$ cat config.mk
export PLATFORM = sky130hd
export DESIGN_NAME = lc3_pipeline_ctrl
export DESIGN_NICKNAME = d
export VERILOG_FILES = /design/src/rtl/lc3_pipeline_ctrl.sv
export SDC_FILE = /design/constraint.sdc
export NUM_CORES = 1
export LEC_CHECK = 0
export ABC_AREA = 0
export BUFFER_PORTS_ARGS = -buffer_cell sky130_fd_sc_hd__buf_2
export CAP_MARGIN = 10
export CORE_MARGIN = 2
export CORE_UTILIZATION = 35
export CTS_CLUSTER_SIZE = 16
export DETAILED_ROUTE_END_ITERATION = 6
export GPL_TIMING_DRIVEN = 0
export MAX_ROUTING_LAYER = met4
export PLACE_DENSITY = 0.84
export SYNTH_ARGS = -nofsm -noshare
export SYNTH_HDL_FRONTEND = slang
export SYNTH_SLANG_ARGS = --single-unit
export TNS_END_PERCENT = 30
$ cat constraint.sdc
create_clock -name clk -period 1.5 [get_ports clk]
set_input_delay 0.225 -clock clk [delete_from_list [all_inputs] [get_ports clk]]
set_output_delay 0.225 -clock clk [all_outputs]
set_load 0.01 [all_outputs]
$ cat src/rtl/lc3_pipeline_ctrl.sv
// lc3_pipeline_ctrl: stage enables, fill tracking and memory/branch stalls for the LC3 pipeline
module lc3_pipeline_ctrl (
  input  logic        clk,
  input  logic        rst,
  input  logic        complete_instr,
  input  logic        complete_data,
  input  logic [15:0] IR,
  input  logic [15:0] IR_Exec,
  input  logic [2:0]  NZP,
  output logic        enable_fetch,
  output logic        enable_updatePC,
  output logic        enable_decode,
  output logic        enable_execute,
  output logic        enable_writeback,
  output logic [1:0]  mem_state,
  output logic        br_taken
);
  typedef enum logic [2:0] {RUN, MEM_IND, MEM_RD, MEM_WR, BR_WAIT, BR_RES} state_t;
  state_t state, state_nx;
  logic [1:0] fc;
  logic wb_pending, ld_done, ind_wr, is_jmp;
  logic [3:0] op;
  logic adv, taken, alu, unused_bits;
  always_comb begin
    op = IR[15:12];
    alu = op == 4'h1 || op == 4'h5 || op == 4'h9 || op == 4'hE;
    adv = rst && state == RUN && complete_instr;
    taken = is_jmp || |(IR_Exec[11:9] & NZP);
    enable_fetch = adv;
    enable_decode = adv && fc != 2'd0;
    enable_execute = adv && fc[1];
    br_taken = rst && state == BR_RES && taken;
    enable_updatePC = adv || br_taken;
    enable_writeback = rst && (wb_pending || ld_done);
    mem_state = !rst ? 2'd3 : state == MEM_IND ? 2'd2 : state == MEM_RD ? 2'd0 :
                state == MEM_WR ? 2'd1 : 2'd3;
    unused_bits = ^{IR[11:0], IR_Exec[15:12], IR_Exec[8:0]};
  end
  always_comb begin
    state_nx = state;
    case (state)
      RUN: if (enable_execute)
        state_nx = (op == 4'h2 || op == 4'h6) ? MEM_RD :
                   (op == 4'h3 || op == 4'h7) ? MEM_WR :
                   (op == 4'hA || op == 4'hB) ? MEM_IND :
                   (op == 4'h0 || op == 4'hC) ? BR_WAIT : RUN;
      MEM_IND: if (complete_data) state_nx = ind_wr ? MEM_WR : MEM_RD;
      MEM_RD, MEM_WR: if (complete_data) state_nx = RUN;
      BR_WAIT: state_nx = BR_RES;
      default: state_nx = RUN;
    endcase
  end
  always_ff @(posedge clk)
    if (!rst) begin
      state <= RUN;
      fc <= 2'd0;
      wb_pending <= 1'b0;
      ld_done <= 1'b0;
      ind_wr <= 1'b0;
      is_jmp <= 1'b0;
    end else begin
      state <= state_nx;
      wb_pending <= enable_execute && alu;
      ld_done <= state == MEM_RD && complete_data;
      if (enable_execute) begin
        ind_wr <= op == 4'hB;
        is_jmp <= op == 4'hC;
      end
      if (adv && fc != 2'd3) fc <= fc + 2'd1;
      else if (br_taken) fc <= 2'd0;
    end
endmodule

### Word-level counts from Yosys, hierarchy flattened

Cells that the tools add are included.

| cells by class | value |
|---|---|
| $add $sub $neg | 1 |
| equality and inequality tests | 20 |
| muxes and demuxes | 15 |
| bitwise gates (word level) | 1 |
| reduce and logical (&&, ||, !) cells | 27 |

Operators with widths:

| cell | number |
|---|---|
| $mux W3 | 7 |
| $eq A4 B4 Y1 const B | 5 |
| $eq A4 B3 Y1 const B | 3 |
| $mux W2 | 6 |
| $pmux W3 S4 | 1 |
| $logic_and A1 B1 Y1 | 10 |
| $logic_or A1 B1 Y1 | 10 |
| $eq A4 B2 Y1 const B | 2 |
| $ne A2 B2 Y1 const B | 4 |
| $eq A3 B2 Y1 const B | 2 |
| $eq A3 B3 Y1 const B | 2 |
| $eq A4 B1 Y1 const B | 1 |
| $logic_not A4 Y1 | 1 |
| $reduce_bool A2 Y1 | 2 |
| $and A3 B3 Y3 | 1 |
| $eq A3 B1 Y1 const B | 1 |
| $logic_not A3 Y1 | 1 |
| $reduce_and A3 Y1 | 1 |
| $reduce_or A3 Y1 | 1 |
| $add A2 B1 Y2 const B | 1 |
| $reduce_or A2 Y1 | 1 |
| $mux W1 | 1 |

| storage, ports and cells | value |
|---|---|
| flip-flop bits (word level) | 9 |
| input port bits | 39 |
| output and inout port bits | 8 |
| word-level logic and storage cells | 70 |

### Longest topological paths before layout

Gate-level depths: netlist (run 1).

| logic depth | value |
|---|---|
| depth in word-level cells | 8 |
| mapped depth | 5 |
| mapped depth without buffers | 5 |

### Worst setup path before layout (run 1)

OpenSTA, ideal clock, no wires.

| path | value |
|---|---|
| kind | register -> register |
| from | register state[2] |
| to | register is_jmp |
| setup time | 70 ps |
| data arrival time | 1314 ps |
| data required time | 1430 ps |
| setup slack | 117 ps |
| stages on the path, launching flop included | 5 |
| path buffers | 0 |
| period minus slack after synthesis | 1383 ps |
| cell sequence | dfxtp_1 -> and2b_4 -> nand4_4 -> or4_1 -> a21oi_1 |

| on the way | value |
|---|---|
| longest elaborated chain between the ends | 4 |

Ends and longest elaborated chain:

| what | RTL line | source |
|---|---|---|
| start, declared | 19 | `state_t state, state_nx;` |
| start signal, assigned | 62 | `state <= state_nx;` |
| $logic_not A3 Y1 | 27 | `adv = rst && state == RUN && complete_instr;` |
| $logic_and A1 B1 Y1 (2 in series) | 27 |  |
| $logic_and A1 B1 Y1 | 31 | `enable_execute = adv && fc[1];` |
| end signal, assigned | 60 | `is_jmp <= 1'b0;` |
| end signal, assigned | 67 | `is_jmp <= op == 4'hC;` |
| end, declared | 21 | `logic wb_pending, ld_done, ind_wr, is_jmp;` |

Every way passes these cells.
A chain may end at the register's enable or synchronous reset.

### Final worst setup path (run 1)

| path | value |
|---|---|
| from | register state[2] |
| to | output enable_execute |

| on the way | value |
|---|---|
| longest elaborated chain between the ends | 4 |

Ends and longest elaborated chain:

| what | RTL line | source |
|---|---|---|
| $logic_not A3 Y1 | 27 |  |
| $logic_and A1 B1 Y1 (2 in series) | 27 |  |
| $logic_and A1 B1 Y1 | 31 |  |
| end, declared | 13 | `output logic enable_execute,` |

Every way passes these cells.

==> results of run 1 <==
[cell families (layout without fill, tap and decap cells)]
logic type | count (synthesis) | count (layout) | share of synthesized area [%]
simple gates | 29 | 29 | 33.6
compound gates | 15 | 15 | 18.8
flops | 9 | 9 | 34.3
buf+inv | 7 | 37 | 5.00
fa+ha+maj | 2 | 2 | 4.76
xor+xnor | 1 | 1 | 1.67
mux | 1 | 1 | 1.90
[cells in the mapped netlist, drive strengths merged]
cell type / instances
o21ai: 2
and2b: 1
mux2i: 1
nand3: 1
nand2b: 2
a21boi: 1
xor2: 1
nor2b: 3
nor4: 1
nor2: 7
o211a: 1
a41o: 2
a21oi: 7
nand4: 3
o2111ai: 1
nand3b: 1
nand4b: 1
nor3b: 2
nand2: 6
dfxtp: 9
or4: 1
a22oi: 1
ha: 2
inv: 7
[power by group through the flow]
| stage | clock network (uW) | registers [uW] | logic, uW |
|---|---|---|---|
| finish | 186 | 260 | 108 |
| global route | 203 | 261 | 123 |
| CTS | 189 | 261 | 96.2 |
| detailed placement | 0 | 266 | 94.9 |
| global placement | 0 | 265 | 92.1 |
| floorplan | 0 | 263 | 55.1 |
[worst max-delay path by stage]
stage	from	to	cells past startpoint
after floorplan	state[2]	is_jmp	4
after global placement	state[1]	is_jmp	4
after detailed placement	state[1]	is_jmp	4
after CTS	state[2]	enable_execute	4
after global routing	state[2]	enable_execute	4
final	state[2]	enable_execute	4
[final cells by class]
| class | count | area [sq um] |
|---|---|---|
| tap | 15 | 18.8 |
| sequential | 9 | 186 |
| inverter | 7 | 26.3 |
| multi-input combinational | 48 | 337 |
| timing repair buffer | 26 | 149 |
| fill | 131 | 607 |
| clock buffer | 4 | 26.3 |
[routing by layer]
layer | GRT usage, % | up-vias
li1 | - | 292
met1 | 17.6 | 239
met2 | 20.3 | 18
met3 | 2.55 | 5
met4 | 9.38 | 0
met5 | - | -
[flip-flops by register name (all words and copies together), names as in the netlist]
name	cells
ind_wr	1
is_jmp	1
ld_done	1
wb_pending	1
fc	2
state	3
[what timing repair did]
item                       CTS  global route
gates cloned                 0             0
resized for setup            4             5
buffers inserted             0             5
setup endpoints to repair    5             6
pin swaps                    1             3
[per-stage QoR]
| stage | setup TNS [ns] | area, sq um | worst slack (ns) | total power, uW |
|---|---|---|---|---|
| 3_3_place_gp | 0 | 649 | 0.0294 | 357 |
| 6_report | 0 | 743 | 0.0413 | 553 |
| 5_1_grt | -0.0130 | 743 | -0.0105 | 587 |
| 4_1_cts | 0 | 686 | 0.0105 | 546 |
| 2_1_floorplan | 0 | 526 | 0.117 | 318 |
| 3_5_place_dp | 0 | 649 | 0.0146 | 360 |
[critical path, cell delays in order, from the launching register on]
cell and delay [ns]:
dfxtp_2 0.33, and2b_4 0.29, nand4_4 0.13, inv_2 0.12, buf_6 0.10
[cell usage in the layout (no fill, tap or decap), types with 2 or more instances in the layout]
cell type / netlist / routed
nand2_1: 6 / 6
a41o_1: 2 / 2
nor3b_1: 2 / 2
dfxtp_1: 9 / 6
buf_4: 0 / 5
buf_2: 0 / 20
nor2b_1: 3 / 2
ha_1: 2 / 2
nand2b_1: 2 / 2
inv_1: 6 / 6
dfxtp_2: 0 / 2
nor2_1: 6 / 6
nand4_1: 2 / 2
a21oi_1: 7 / 7
clkbuf_4: 0 / 3
==> impl_metrics.env, run 1 <==
export IMPL_remaining_drc_errors=0
export IMPL_synth_top_area_share_pct=34.3
export IMPL_antenna_found_initial=0
export IMPL_place_hpwl_um=823
export IMPL_wirelength_um=1190
export IMPL_power_density_mw_per_mm2=744
export IMPL_layout_drive_gt1_share_pct=40.4
export IMPL_hold_violations=0
export IMPL_cts_buffer_depth=2
export IMPL_relSlewSlack_pct=82.0
export IMPL_ant_nets=0
export IMPL_cts_tree="done"
export IMPL_synth_warnings=0
export IMPL_period_share_pct=97.2
export IMPL_top_layer_used="met4"
export IMPL_maxSlewViolCount=0
export IMPL_seqPwrFrac_pct=46.9
export IMPL_clk_latency_ns=0.26
export IMPL_rsz0062_at_grt="yes"
export IMPL_syn_cell_area_sq_um=526
export IMPL_h_tree_depth=1
export IMPL_r2r_end="is_jmp"
export IMPL_via_count=554
export IMPL_met2_length_um=545
export IMPL_grt_pass1_wl_um=1900
export IMPL_start_util_pct=38.9
export IMPL_row_count=13
export IMPL_finalNonFillerCells=109
export IMPL_p_clk_share_pct=33.6
export IMPL_met1Wirelength_um=548
export IMPL_p_int_uw=404
export IMPL_nets=136
export IMPL_status="finished, final reports clean"
export IMPL_die_height_um=42.8
export IMPL_setup_violations=0
export IMPL_power_switching_uw=149
export IMPL_path_class="register to primary output"
export IMPL_root_buffer="clkbuf_4"
export IMPL_pwr_share_comb_pct=19.4
export IMPL_dieArea_sq_mm=0.00183
export IMPL_cts_made_buffers=3
export IMPL_met3_length_um=73
export IMPL_dp_cells=100
export IMPL_core_area_sq_mm=0.00135
export IMPL_hold_ws_ns=0.241
export IMPL_grt_max_degree=8
export IMPL_ir_drop_mv=0.440
export IMPL_syn_inst=64
export IMPL_cts_clk_slew_worst_paths_ns=0.06
export IMPL_yosysSeqAreaShare_pct=34.3
export IMPL_worst_pin_slew_ns=0.268
export IMPL_reg2reg_slack_ns=0.05
export IMPL_cp_max_fo=6
export IMPL_pin_count=47
export IMPL_grt_pass1_vias=482
export IMPL_ys_ff_latch=9
export IMPL_synth_cell_types=28
export IMPL_avgRoutedWirePerCell_um=10.9
export IMPL_numPortBuffers=21
export IMPL_antenna_cells=0
export IMPL_p_leak_uw=0.000374
export IMPL_gp_congestion=0.700
export IMPL_fmax_mhz=686
export IMPL_p_sw_share_pct=27.0
export IMPL_syn_area_per_cell_sq_um=8.21
export IMPL_max_cap_viol_count=0
export IMPL_netlist_top_cell_by_area="dfxtp_1"
export IMPL_min_path_cells=2
export IMPL_drtIter0Drc=10
export IMPL_final_setup_skew_ns=0.00103
export IMPL_post_route_min_period_ns=1.46
export IMPL_grt_use_total_pct=14.1
export IMPL_ys_top_cells_by_area="dfxtp_1, a21oi_1, ha_1"
export IMPL_grt_overflow_total=0
export IMPL_finish_utilization_pct=55.1
export IMPL_hp_class="input pin to register"
export IMPL_clkSinkCount=9
export IMPL_hold_start="rst"
export IMPL_rr_worst_depth=4
export IMPL_min_to="state[2]"
export IMPL_arrival_ns=1.23
export IMPL_die_x_um=42.8
export IMPL_syn_to_final_growth_pct=41.4
export IMPL_r2r_start="state[2]"
export IMPL_worst_setup_path_end_kind="primary output"
export IMPL_worstPathRequired_ns=1.27
export IMPL_vias_per_cell=5.08
export IMPL_syn_nets=105
export IMPL_cts_hold_buffers=0
export IMPL_firstDrtPassIters=4
export IMPL_cp_start_kind="register"
No activity file was read; power rests on OpenSTA's default activity.
==> run 2, diff against run 1 <==
==> constraint.sdc (replaced) <==
create_clock -name clk -period 1.5 [get_ports clk]
set_input_delay 0.3 -clock clk [delete_from_list [all_inputs] [get_ports clk]]
set_output_delay 0.3 -clock clk [all_outputs]
set_load 0.01 [all_outputs]
==> run 2 against run 1 <==
Via count rose by 0.36%. Register-to-register slack improved by 0.03 ns. Count of clock-buffer cells in the layout did not move. First-iteration DRC count fell by 20%. Highest routed layer unchanged. Maximum frequency fell by 4.2%. Non-clock buffer count did not move. Clock skew fell by 0.00073 ns. Critical path type unchanged. Total power rose by 1.5%. Routed wire length rose by 1.8%. Global-route usage rose by 1.4 points. The run now ends with negative setup slack left.
==> impl_metrics.env, run 2 (synthesized netlist as in run 1, its figures left out) <==
export IMPL_relSlewSlack_pct=81.6
export IMPL_total_power_uw=562
export IMPL_cts_clk_slew_worst_paths_ns=0.06
export IMPL_cp_max_fo=5
export IMPL_dieArea_sq_mm=0.00183
export IMPL_min_to="state[2]"
export IMPL_setup_violations=2
export IMPL_worstPathRequired_ns=1.20
export IMPL_min_path_cells=2
export IMPL_r2r_end="state[2]"
export IMPL_cts_hold_buffers=0
export IMPL_reg_top3="state (3), fc (2)"
export IMPL_via_count=556
export IMPL_place_hpwl_um=823
export IMPL_core_area_sq_mm=0.00135
export IMPL_firstDrtPassIters=4
export IMPL_pin_count=47
export IMPL_rsz0062_at_grt="yes"
export IMPL_cts_made_buffers=3
export IMPL_final_cell_mix="buf_2, a21oi_1, dfxtp_1"
export IMPL_hold_ws_ns=0.314
export IMPL_clk_latency_ns=0.26
export IMPL_crit_cells=4
export IMPL_avgRoutedWirePerCell_um=11.1
export IMPL_multi_input_area_sq_um=353
export IMPL_worst_path_max_delay_cell="dfxtp_2"
export IMPL_period_share_pct=102
export IMPL_status="finished, violations left"
export IMPL_wirelength_um=1220
export IMPL_numPortBuffers=21
export IMPL_ir_drop_mv=0.441
export IMPL_start_util_pct=38.9
export IMPL_hp_class="input pin to register"
export IMPL_cts_buffer_depth=2
export IMPL_h_tree_depth=1
export IMPL_grt_overflow_total=0
export IMPL_hold_violations=0
export IMPL_grt_pass1_vias=537
export IMPL_power_density_mw_per_mm2=730
export IMPL_largest_reg_flops=3
export IMPL_cts_tree="done"
export IMPL_maxSlewViolCount=0
export IMPL_hold_start="rst"
export IMPL_worst_pin_slew_ns=0.273
export IMPL_remaining_drc_errors=0
export IMPL_ant_nets=0
export IMPL_cp_top_family="simple AND/OR/NAND/NOR gates"
export IMPL_root_buffer="clkbuf_4"
export IMPL_reg2reg_slack_ns=0.08
export IMPL_finalNonFillerCells=109
export IMPL_grt_max_degree=8
export IMPL_p_leak_uw=0.000380
export IMPL_antenna_found_initial=0
export IMPL_slowest_delay_ns=0.33
export IMPL_vias_per_cell=5.10
export IMPL_clkSinkCount=9
export IMPL_crit_chain="and2b_4 -> nand4_4 -> inv_2 -> buf_6"
export IMPL_syn_to_final_growth_pct=46.4
export IMPL_drtIter0Drc=8
export IMPL_final_common_cell="buf_2"
export IMPL_top_register="state"
export IMPL_max_cap_viol_count=0
export IMPL_final_setup_skew_ns=0.000298
export IMPL_path_class="register to primary output"
export IMPL_rr_worst_depth=5
export IMPL_antenna_cells=0
export IMPL_regArea_sq_um=186
export IMPL_grt_use_total_pct=15.5
export IMPL_nets=136
export IMPL_setup_ws_ns=-0.0233
export IMPL_gp_congestion=0.700
export IMPL_grt_pass1_wl_um=2080
export IMPL_post_route_min_period_ns=1.52
export IMPL_fmax_mhz=656
export IMPL_dp_cells=100
export IMPL_nFillCells=132
export IMPL_timing_setup_tns_ns=-0.0239
export IMPL_worst_setup_path_end_kind="primary output"
export IMPL_r2r_start="state[2]"
export IMPL_die_height_um=42.8
export IMPL_arrival_ns=1.22
export IMPL_cp_start_kind="register"
export IMPL_path_buf_inv=2
export IMPL_die_x_um=42.8
export IMPL_row_count=13
export IMPL_violations="negative setup slack"
export IMPL_layout_drive_gt1_share_pct=44.7
## run 2: report_power, final
part | total (uW) | internal (uW) | switching, uW
registers | 260 | 247 | 12.4
clock network | 187 | 103 | 84.5
logic | 115 | 56.8 | 58.0
## run 2: how the worst max path moves through the flow
stage	from	end	slack, ns
after floorplan	state[2]	is_jmp	0.12
after detailed placement	rst	is_jmp	0.003
final	state[2]	enable_execute	-0.02
after global routing	state[2]	enable_execute	-0.07
after global placement	rst	is_jmp	0.01
after CTS	state[0]	enable_updatePC	0.003
## run 2: per-layer routing
layer | vias to the layer above | global-route usage, % | wire, um
met5 | - | - | 0
met4 | 0 | 9.38 | 27
met3 | 4 | 2.55 | 70
met2 | 18 | 25.5 | 576
met1 | 246 | 17.3 | 541
li1 | 288 | - | -
## run 2: worst register-to-register path, cell delays in order, from the launching register on
cell     delay, ns
dfxtp_2       0.33
and2b_4       0.30
nand4_4       0.13
buf_4         0.17
nor4_1        0.26
o211a_1       0.17
## run 2: through the flow
| step | util [%] | area (sq um) | worst slack [ns] |
|---|---|---|---|
| 5_1_grt | 57.0 | 769 | -0.0659 |
| 3_5_place_dp | 48.1 | 649 | 0.00298 |
| 3_3_place_gp | 48.1 | 649 | 0.0141 |
| 2_1_floorplan | - | 526 | 0.117 |
| 6_report | 57.0 | 769 | -0.0233 |
| 4_1_cts | 53.9 | 728 | 0.00275 |
## run 2: cell type report
type	instances	area share (%)
Sequential cell	9	24.2
Timing Repair Buffer	26	20.7
Clock buffer	4	3.41
Tap cell	15	2.44
Multi-Input combinational cell	48	45.9
Inverter	7	3.41
## run 2: what timing repair did
action	CTS	global route
resized for setup	9	8
pin swaps	4	5
endpoints found under the setup margin	6	7
endpoints found under the hold margin	0	0
setup buffers	3	2
